`src/rtl/draw_button_pkg.sv`:
```
// Shared game parameters for the button drawer: VGA bus widths, colours,
// flash FSM states and the timing bus layout.
package draw_button_pkg;

  localparam int unsigned CountW         = 11;
  localparam int unsigned RgbW           = 12;
  localparam int unsigned DefFlashFrames = 8;

  localparam logic [RgbW-1:0] ColorBlank  = 12'h000;
  localparam logic [RgbW-1:0] ColorInvert = 12'hFFF;

  typedef enum logic [0:0] {
    StIdle,
    StFlash
  } flash_state_e;

  // Timing and count signals travelling through the delay line together.
  typedef struct packed {
    logic [CountW-1:0] hcount;
    logic [CountW-1:0] vcount;
    logic              hsync;
    logic              vsync;
    logic              hblnk;
    logic              vblnk;
  } vga_timing_t;

  localparam int unsigned TimingW = $bits(vga_timing_t);

  // Half-open range test in 12-bit arithmetic so the upper bound cannot wrap.
  function automatic logic in_range(input logic [11:0] val, input logic [11:0] lo,
                                    input logic [11:0] hi);
    return (val >= lo) && (val < hi);
  endfunction

endpackage

```
`src/rtl/draw_button_if.sv`:
```
// VGA pixel bus: counters, sync/blank timing and the pixel colour.
interface draw_button_if;
  import draw_button_pkg::*;

  logic [CountW-1:0] hcount;
  logic [CountW-1:0] vcount;
  logic              hsync;
  logic              vsync;
  logic              hblnk;
  logic              vblnk;
  logic [RgbW-1:0]   rgb;

  modport master (
    output hcount, vcount, hsync, vsync, hblnk, vblnk, rgb
  );

  modport slave (
    input hcount, vcount, hsync, vsync, hblnk, vblnk, rgb
  );

endinterface

```
`src/rtl/draw_button_signal_delay.sv`:
```
// Generic register delay line: dout is din delayed by CLK_DEL clock cycles.
module signal_delay #(
  parameter int unsigned WIDTH   = 1,
  parameter int unsigned CLK_DEL = 1
) (
  input  logic             clk,
  input  logic             rst_n,
  input  logic [WIDTH-1:0] din,
  output logic [WIDTH-1:0] dout
);

  logic [WIDTH-1:0] stage_q [CLK_DEL];

  // Shift the bus one stage per clock; reset clears every stage.
  always_ff @(posedge clk or negedge rst_n) begin
    if (!rst_n) begin
      for (int i = 0; i < int'(CLK_DEL); i++) begin
        stage_q[i] <= '0;
      end
    end else begin
      stage_q[0] <= din;
      for (int i = 1; i < int'(CLK_DEL); i++) begin
        stage_q[i] <= stage_q[i-1];
      end
    end
  end

  assign dout = stage_q[CLK_DEL-1];

endmodule

```
`src/rtl/draw_button.sv`:
```
// Draws a ROM-backed button image over the VGA stream with a two-stage
// pipeline, and inverts the image for a number of frames after a press.
module draw_button
  import draw_button_pkg::*;
#(
  parameter int          XPOS            = 0,
  parameter int          YPOS            = 0,
  parameter int unsigned ROM_WIDTH_SIZE  = 8,
  parameter int unsigned ROM_HEIGHT_SIZE = 8,
  parameter int unsigned FLASH_FRAMES    = DefFlashFrames
) (
  input  logic                                     pclk,
  input  logic                                     rst_n,
  draw_button_if.slave                             vga_in,
  draw_button_if.master                            vga_out,
  input  logic                                     enable,
  input  logic                                     press,
  output logic [ROM_WIDTH_SIZE+ROM_HEIGHT_SIZE-1:0] rom_address,
  input  logic [RgbW-1:0]                          rom_rgb,
  output logic                                     flashing
);

  localparam int unsigned AddrW = ROM_WIDTH_SIZE + ROM_HEIGHT_SIZE;
  // Keep the counter at least one bit wide when the highlight is disabled.
  localparam int unsigned CntW  = (FLASH_FRAMES > 0) ? $clog2(FLASH_FRAMES + 1) : 1;
  localparam bit          FlashEn = (FLASH_FRAMES != 0);

  localparam logic [11:0] XMin = 12'(XPOS);
  localparam logic [11:0] XMax = 12'(XPOS + (2 ** ROM_WIDTH_SIZE));
  localparam logic [11:0] YMin = 12'(YPOS);
  localparam logic [11:0] YMax = 12'(YPOS + (2 ** ROM_HEIGHT_SIZE));

  localparam logic [CntW-1:0] FramesLoad = CntW'(FLASH_FRAMES);
  localparam logic [CntW-1:0] CntOne     = CntW'(1);

  // Stage 1 combinational terms.
  logic [11:0]                h_ext, v_ext;
  logic [ROM_WIDTH_SIZE-1:0]  h_off;
  logic [ROM_HEIGHT_SIZE-1:0] v_off;
  logic                       in_area;

  assign h_ext   = {1'b0, vga_in.hcount};
  assign v_ext   = {1'b0, vga_in.vcount};
  assign h_off   = ROM_WIDTH_SIZE'(h_ext - XMin);
  assign v_off   = ROM_HEIGHT_SIZE'(v_ext - YMin);
  assign in_area = in_range(h_ext, XMin, XMax) && in_range(v_ext, YMin, YMax);

  // Stage 1 registers.
  logic [AddrW-1:0] rom_addr_q;
  logic             draw_q;
  logic             blank_q;
  logic [RgbW-1:0]  rgb_q;

  // Stage 2 register and flash FSM state.
  logic [RgbW-1:0]  rgb_out_q;
  flash_state_e     state_q;
  logic [CntW-1:0]  frame_cnt_q;
  logic             vblnk_prev_q;
  logic             flashing_q;

  logic             press_ok;
  logic             vblnk_rise;
  logic [RgbW-1:0]  pix;

  assign press_ok   = press && enable && FlashEn;
  assign vblnk_rise = vga_in.vblnk && !vblnk_prev_q;

  // Stage 1: register area hit, ROM address, blanking and upstream pixel.
  always_ff @(posedge pclk or negedge rst_n) begin
    if (!rst_n) begin
      rom_addr_q <= '0;
      draw_q     <= 1'b0;
      blank_q    <= 1'b0;
      rgb_q      <= '0;
    end else begin
      rom_addr_q <= {v_off, h_off};
      draw_q     <= in_area && enable;
      blank_q    <= vga_in.hblnk || vga_in.vblnk;
      rgb_q      <= vga_in.rgb;
    end
  end

  // Image pixel, inverted while the highlight is active.
  always_comb begin
    pix = rom_rgb;
    if (flashing_q) begin
      pix = rom_rgb ^ ColorInvert;
    end
  end

  // Stage 2: compose the output pixel from blanking, button and background.
  always_ff @(posedge pclk or negedge rst_n) begin
    if (!rst_n) begin
      rgb_out_q <= '0;
    end else if (blank_q) begin
      rgb_out_q <= ColorBlank;
    end else if (draw_q) begin
      rgb_out_q <= pix;
    end else begin
      rgb_out_q <= rgb_q;
    end
  end

  // Flash FSM: a press (re)loads the frame count; each vblnk rising edge counts
  // one frame down. A press in the same cycle as an edge wins.
  always_ff @(posedge pclk or negedge rst_n) begin
    if (!rst_n) begin
      state_q      <= StIdle;
      frame_cnt_q  <= '0;
      vblnk_prev_q <= 1'b0;
      flashing_q   <= 1'b0;
    end else begin
      vblnk_prev_q <= vga_in.vblnk;
      unique case (state_q)
        StIdle: begin
          if (press_ok) begin
            state_q     <= StFlash;
            frame_cnt_q <= FramesLoad;
            flashing_q  <= 1'b1;
          end
        end
        StFlash: begin
          if (press_ok) begin
            frame_cnt_q <= FramesLoad;
          end else if (vblnk_rise) begin
            if (frame_cnt_q == CntOne) begin
              state_q     <= StIdle;
              frame_cnt_q <= '0;
              flashing_q  <= 1'b0;
            end else begin
              frame_cnt_q <= frame_cnt_q - CntOne;
            end
          end
        end
        default: begin
          state_q     <= StIdle;
          frame_cnt_q <= '0;
          flashing_q  <= 1'b0;
        end
      endcase
    end
  end

  // Timing and counters ride a two-cycle delay line to stay aligned with rgb.
  vga_timing_t timing_in, timing_out;

  assign timing_in = '{
    hcount: vga_in.hcount,
    vcount: vga_in.vcount,
    hsync:  vga_in.hsync,
    vsync:  vga_in.vsync,
    hblnk:  vga_in.hblnk,
    vblnk:  vga_in.vblnk
  };

  signal_delay #(
    .WIDTH   (TimingW),
    .CLK_DEL (2)
  ) u_timing_delay (
    .clk   (pclk),
    .rst_n (rst_n),
    .din   (timing_in),
    .dout  (timing_out)
  );

  assign vga_out.hcount = timing_out.hcount;
  assign vga_out.vcount = timing_out.vcount;
  assign vga_out.hsync  = timing_out.hsync;
  assign vga_out.vsync  = timing_out.vsync;
  assign vga_out.hblnk  = timing_out.hblnk;
  assign vga_out.vblnk  = timing_out.vblnk;
  assign vga_out.rgb    = rgb_out_q;

  assign rom_address = rom_addr_q;
  assign flashing    = flashing_q;

endmodule

```
`src/flat_wrapper.sv`:
```
// flat-port wrapper written by rule: the top's interface ports become plain ports
module draw_button_flat import draw_button_pkg::*;
#(
  parameter int          XPOS            = 0,
  parameter int          YPOS            = 0,
  parameter int unsigned ROM_WIDTH_SIZE  = 8,
  parameter int unsigned ROM_HEIGHT_SIZE = 8,
  parameter int unsigned FLASH_FRAMES    = DefFlashFrames
)
  (pclk, rst_n, enable, press, rom_address, rom_rgb, flashing, vga_in_hcount, vga_in_vcount, vga_in_hsync, vga_in_vsync, vga_in_hblnk, vga_in_vblnk, vga_in_rgb, vga_out_hcount, vga_out_vcount, vga_out_hsync, vga_out_vsync, vga_out_hblnk, vga_out_vblnk, vga_out_rgb);
  draw_button_if vga_in_i ();
  draw_button_if vga_out_i ();
  input  logic pclk;
  input  logic rst_n;
  input  logic enable;
  input  logic press;
  output logic [ROM_WIDTH_SIZE+ROM_HEIGHT_SIZE-1:0] rom_address;
  input  logic [RgbW-1:0] rom_rgb;
  output logic flashing;
  input wire logic [$bits(vga_in_i.hcount)-1:0] vga_in_hcount;
  input wire logic [$bits(vga_in_i.vcount)-1:0] vga_in_vcount;
  input wire logic [$bits(vga_in_i.hsync)-1:0] vga_in_hsync;
  input wire logic [$bits(vga_in_i.vsync)-1:0] vga_in_vsync;
  input wire logic [$bits(vga_in_i.hblnk)-1:0] vga_in_hblnk;
  input wire logic [$bits(vga_in_i.vblnk)-1:0] vga_in_vblnk;
  input wire logic [$bits(vga_in_i.rgb)-1:0] vga_in_rgb;
  output wire logic [$bits(vga_out_i.hcount)-1:0] vga_out_hcount;
  output wire logic [$bits(vga_out_i.vcount)-1:0] vga_out_vcount;
  output wire logic [$bits(vga_out_i.hsync)-1:0] vga_out_hsync;
  output wire logic [$bits(vga_out_i.vsync)-1:0] vga_out_vsync;
  output wire logic [$bits(vga_out_i.hblnk)-1:0] vga_out_hblnk;
  output wire logic [$bits(vga_out_i.vblnk)-1:0] vga_out_vblnk;
  output wire logic [$bits(vga_out_i.rgb)-1:0] vga_out_rgb;
  assign vga_in_i.hcount = vga_in_hcount;
  assign vga_in_i.vcount = vga_in_vcount;
  assign vga_in_i.hsync = vga_in_hsync;
  assign vga_in_i.vsync = vga_in_vsync;
  assign vga_in_i.hblnk = vga_in_hblnk;
  assign vga_in_i.vblnk = vga_in_vblnk;
  assign vga_in_i.rgb = vga_in_rgb;
  assign vga_out_hcount = vga_out_i.hcount;
  assign vga_out_vcount = vga_out_i.vcount;
  assign vga_out_hsync = vga_out_i.hsync;
  assign vga_out_vsync = vga_out_i.vsync;
  assign vga_out_hblnk = vga_out_i.hblnk;
  assign vga_out_vblnk = vga_out_i.vblnk;
  assign vga_out_rgb = vga_out_i.rgb;
  draw_button #(.XPOS(XPOS), .YPOS(YPOS), .ROM_WIDTH_SIZE(ROM_WIDTH_SIZE), .ROM_HEIGHT_SIZE(ROM_HEIGHT_SIZE), .FLASH_FRAMES(FLASH_FRAMES)) u_core (.pclk(pclk), .rst_n(rst_n), .vga_in(vga_in_i), .vga_out(vga_out_i), .enable(enable), .press(press), .rom_address(rom_address), .rom_rgb(rom_rgb), .flashing(flashing));
endmodule
```
`config.mk`:
```
export PLATFORM = sky130hd
export DESIGN_NAME = draw_button_flat
export DESIGN_NICKNAME = d
export VERILOG_FILES = /design/src/rtl/draw_button_pkg.sv /design/src/rtl/draw_button_if.sv /design/src/rtl/draw_button_signal_delay.sv /design/src/rtl/draw_button.sv /design/src/flat_wrapper.sv
export SDC_FILE = /design/constraint.sdc
export NUM_CORES = 1
export LEC_CHECK = 0
export BUFFER_PORTS_ARGS = -buffer_cell sky130_fd_sc_hd__clkbuf_2
export CAP_MARGIN = 20
export CORE_AREA = 5 5 113 115
export CTS_CLUSTER_DIAMETER = 40
export DETAILED_ROUTE_END_ITERATION = 8
export DIE_AREA = 0 0 118 120
export PLACE_DENSITY = 0.54
export REMOVE_ABC_BUFFERS = 1
export SLEW_MARGIN = 15
export SYNTH_ARGS = -nofsm -noshare
export SYNTH_HDL_FRONTEND = slang
export SYNTH_SLANG_ARGS = --single-unit
```
`constraint.sdc`:
```
create_clock -name pclk -period 1.6 [get_ports pclk]
set_input_delay 0.24 -clock pclk [delete_from_list [all_inputs] [get_ports pclk]]
set_output_delay 0.24 -clock pclk [all_outputs]
set_load 0.05 [all_outputs]
```
==> run metrics <==
status completed; first-pass GRT wire length 9930 um; Total Routed Length 6020 um; Synth top area share 73.5%; postcts setup bufs 0; Iter 0 DRT Violations 78; Pint 4.30 mW; vias in the first global route roughly 1800; FF-to-FF setup slack 130 ps; footprint of the multi-input gates 442 um^2; clock latency on the worst-skew pair about 340 ps; Yosys top cell by area dfrtp_1; Data required, critical path 1360 ps; worst vdd ir 0.000667 V; cell depth of the worst flop-to-flop path 5; width of the die 118 um; Final Hold Viols 0; clk sinks 84; CTS root buffer clkbuf_16; die area between 10000 and 15000 um^2; DRT Pass-1 Iters 4; leakage 1.93 nW; diodes inserted 0; Clock Tree Buf Depth 2; Total Routing Usage GR 9.16%; CTS tree done; post-synth cell types 26; crit-path max FO 8; Hold Path Class primary input to flop; largest net degree at the start of global routing 37; post-route ant nets 0; Clock power frac 44.0%; initial antenna violation count 0; sw frac between 20% and 30%; DPL Wire Length 4480 um; Comb power frac 15.0%; crit path DAT around 1300 ps; Switch Pwr approximately 1.5 mW; Tcrit/Tclk final 93.7%; Worst-Margin Slew 495 ps; gr ovfl total 0; CTS Buf Count 9; Buf+Inv Stages, Crit Path 1; post-synthesis register bit count between 80 and 90; Hold WS approximately 17 ps; Mapped Area 2860 um^2; Layout fillers 1160; starting density of the core about a quarter; vias per cell 3.79; sequential area share after synthesis 73.5%; Worst-path clk slew approximately 60 ps; Core ar. 11700 um^2; dominant cells by area after synthesis dfrtp_1 73%, buf_4 10%, xnor2_1 3.7%; Clock Skew 7.22 ps; CP Class flop to output port; row cnt 40; die span in y 120 um; fin nets 356; r2r endpoint u_core.flashing; Worst Hold End u_core.rgb_q[11]; Area Overhead vs Synth 38.7%; Cells after DPL 411; part of the power in registers between 40% and 50%; Register Area about 2100 um^2; final std cells w/o fill 452; Critical Path Source u_core.flashing; worst rel slew slack approximately 67%; startpoint types flop; max cap viols 0; Tmin final 1500 ps; Max stage delay cell, worst path dfrtp_1; commonest cells in the netlist 84 x dfrtp_1, 39 x buf_4, 14 x nor2_1, 13 x a211oi_1, 12 x xnor2_1; WL/cell around 13 um; hold path depth 1; Post-Syn Area per Cell 14.7 um^2; Hold Path Origin vga_in_rgb[11]; RSZ-0062 raised after global routing false; Final Util between 30% and 40%; max incr delay on CP between 500 and 600 ps; placer's final routability congestion estimate 0.685; io pins 109; RR Startpoint u_core.frame_cnt_q[1]; Final Max Slew Viols 0; Port Buf Inserts 108; endpoint class of the critical path output port; vias post-DR 1712; top_reg_cell synth dfrtp_1; crit path cell chain clkbuf_2; yosys warns 0; fmax 667 MHz; delay-heaviest family, CP flip-flops; cells after synthesis 194; DRC viols 0; Synth async-reset ratio between 90% and 100%; pwr/cell area ~1500 nW/um^2; setup TNS 0 ps; CTS H-tree lvls 3; number of flops mapped to enable cells by yosys 0; setup violators final 0; most frequent cell after synthesis dfrtp_1; share of cells above drive strength 1 43.6%
-- state kept, by name, summed over array words and instances (netlist names) --
name,cells
u_core.blank_q,1
u_core.rgb_q,12
u_core.frame_cnt_q,4
u_core.vga_out.rgb,12
u_core.flashing,1
u_core.u_timing_delay.stage_q,11
u_core.draw_q,1
u_core.u_timing_delay.dout,26
u_core.state_q,1
u_core.rom_address,15
-- worst register-to-register path, cell delays in order (launching register included) --
cell     delay [ps]
dfrtp_1         370
inv_1            80
ha_1            180
or3b_4          400
o31ai_1         210
o21ai_0         110
-- power by group through the flow --
stage                     Sequential (mW)  Clock (mW)  Combinational, mW
after floorplan                      2.69           0              0.222
after global placement               2.39           0              0.821
after detailed placement             2.40           0              0.833
after CTS                            2.36        2.62              0.885
after global routing                 2.38        2.70              0.951
final                                2.36        2.53              0.865
-- cell usage in the layout, fill, tap and decap left out, types with 2 or more instances in the layout --
master         instances
buf_4                  4
dfrtp_1               84
nand2_1                3
clkbuf_16              9
a21oi_1                2
buf_12                 2
ha_1                   2
o21ai_0                3
nor2_1                14
bufinv_16              4
or4_1                  2
xnor2_1               12
clkbuf_2             107
dlygate4sd3_1         25
inv_1                  3
a211oi_1              13
-- through the flow --
stage	area [um^2]	setup slack, ps	power (mW)
after global routing	3970	24.3	6.03
after global placement	3340	79.5	3.21
after CTS	3970	26.5	5.87
final	3970	101	5.76
after floorplan	2550	100	2.91
after detailed placement	3340	35.6	3.23
-- how the worst max path moves through the flow --
stage                 endpoint  slack [ps]  cells past startpoint
2_1_floorplan  u_core.flashing         100                      5
3_3_place_gp   u_core.flashing          80                      5
3_5_place_dp   u_core.flashing          40                      5
4_1_cts        u_core.flashing          30                      5
5_1_grt               flashing          20                      1
6_report              flashing         100                      1
-- final cells by class --
class	instances	area share, %
Tap cell	147	4.64
Inverter	3	0.284
Clock buffer	10	6.02
Multi-Input combinational cell	64	11.1
Timing Repair Buffer	138	21.6
Sequential cell	84	53.0
Clock inverter	6	3.37
-- metal layers --
metal / wire [um] / vias to the layer above / share of wire [%] / GRT usage [%]
met1: 2650 / 822 / 44 / 11.2
met4: 108 / 0 / 1.8 / 4.09
met5: 0 / - / 0 / 0
met3: 462 / 10 / 7.7 / 4.29
met2: 2790 / 73 / 46 / 13.8
li1: - / 807 / - / -
-- kinds of logic (layout without fill, tap and decap cells) --
group	count (synthesis)	in the layout	share of synthesized area (%)
AOI/OAI and AO/OA	21	21	5.16
xor gates and xnor gates	12	12	3.67
adders and majority gates	2	2	0.874
buffers and inverters	46	157	11.2
DFF	84	84	73.5
and+or+nand+nor	29	29	5.64
-- timing repair --
item                                   CTS  global route
resized for setup                        0             1
setup endpoints to repair                0             1
hold buffers                            25             0
endpoints found under the hold margin   42             0
Note: power is estimated with default switching activity, not from simulation.
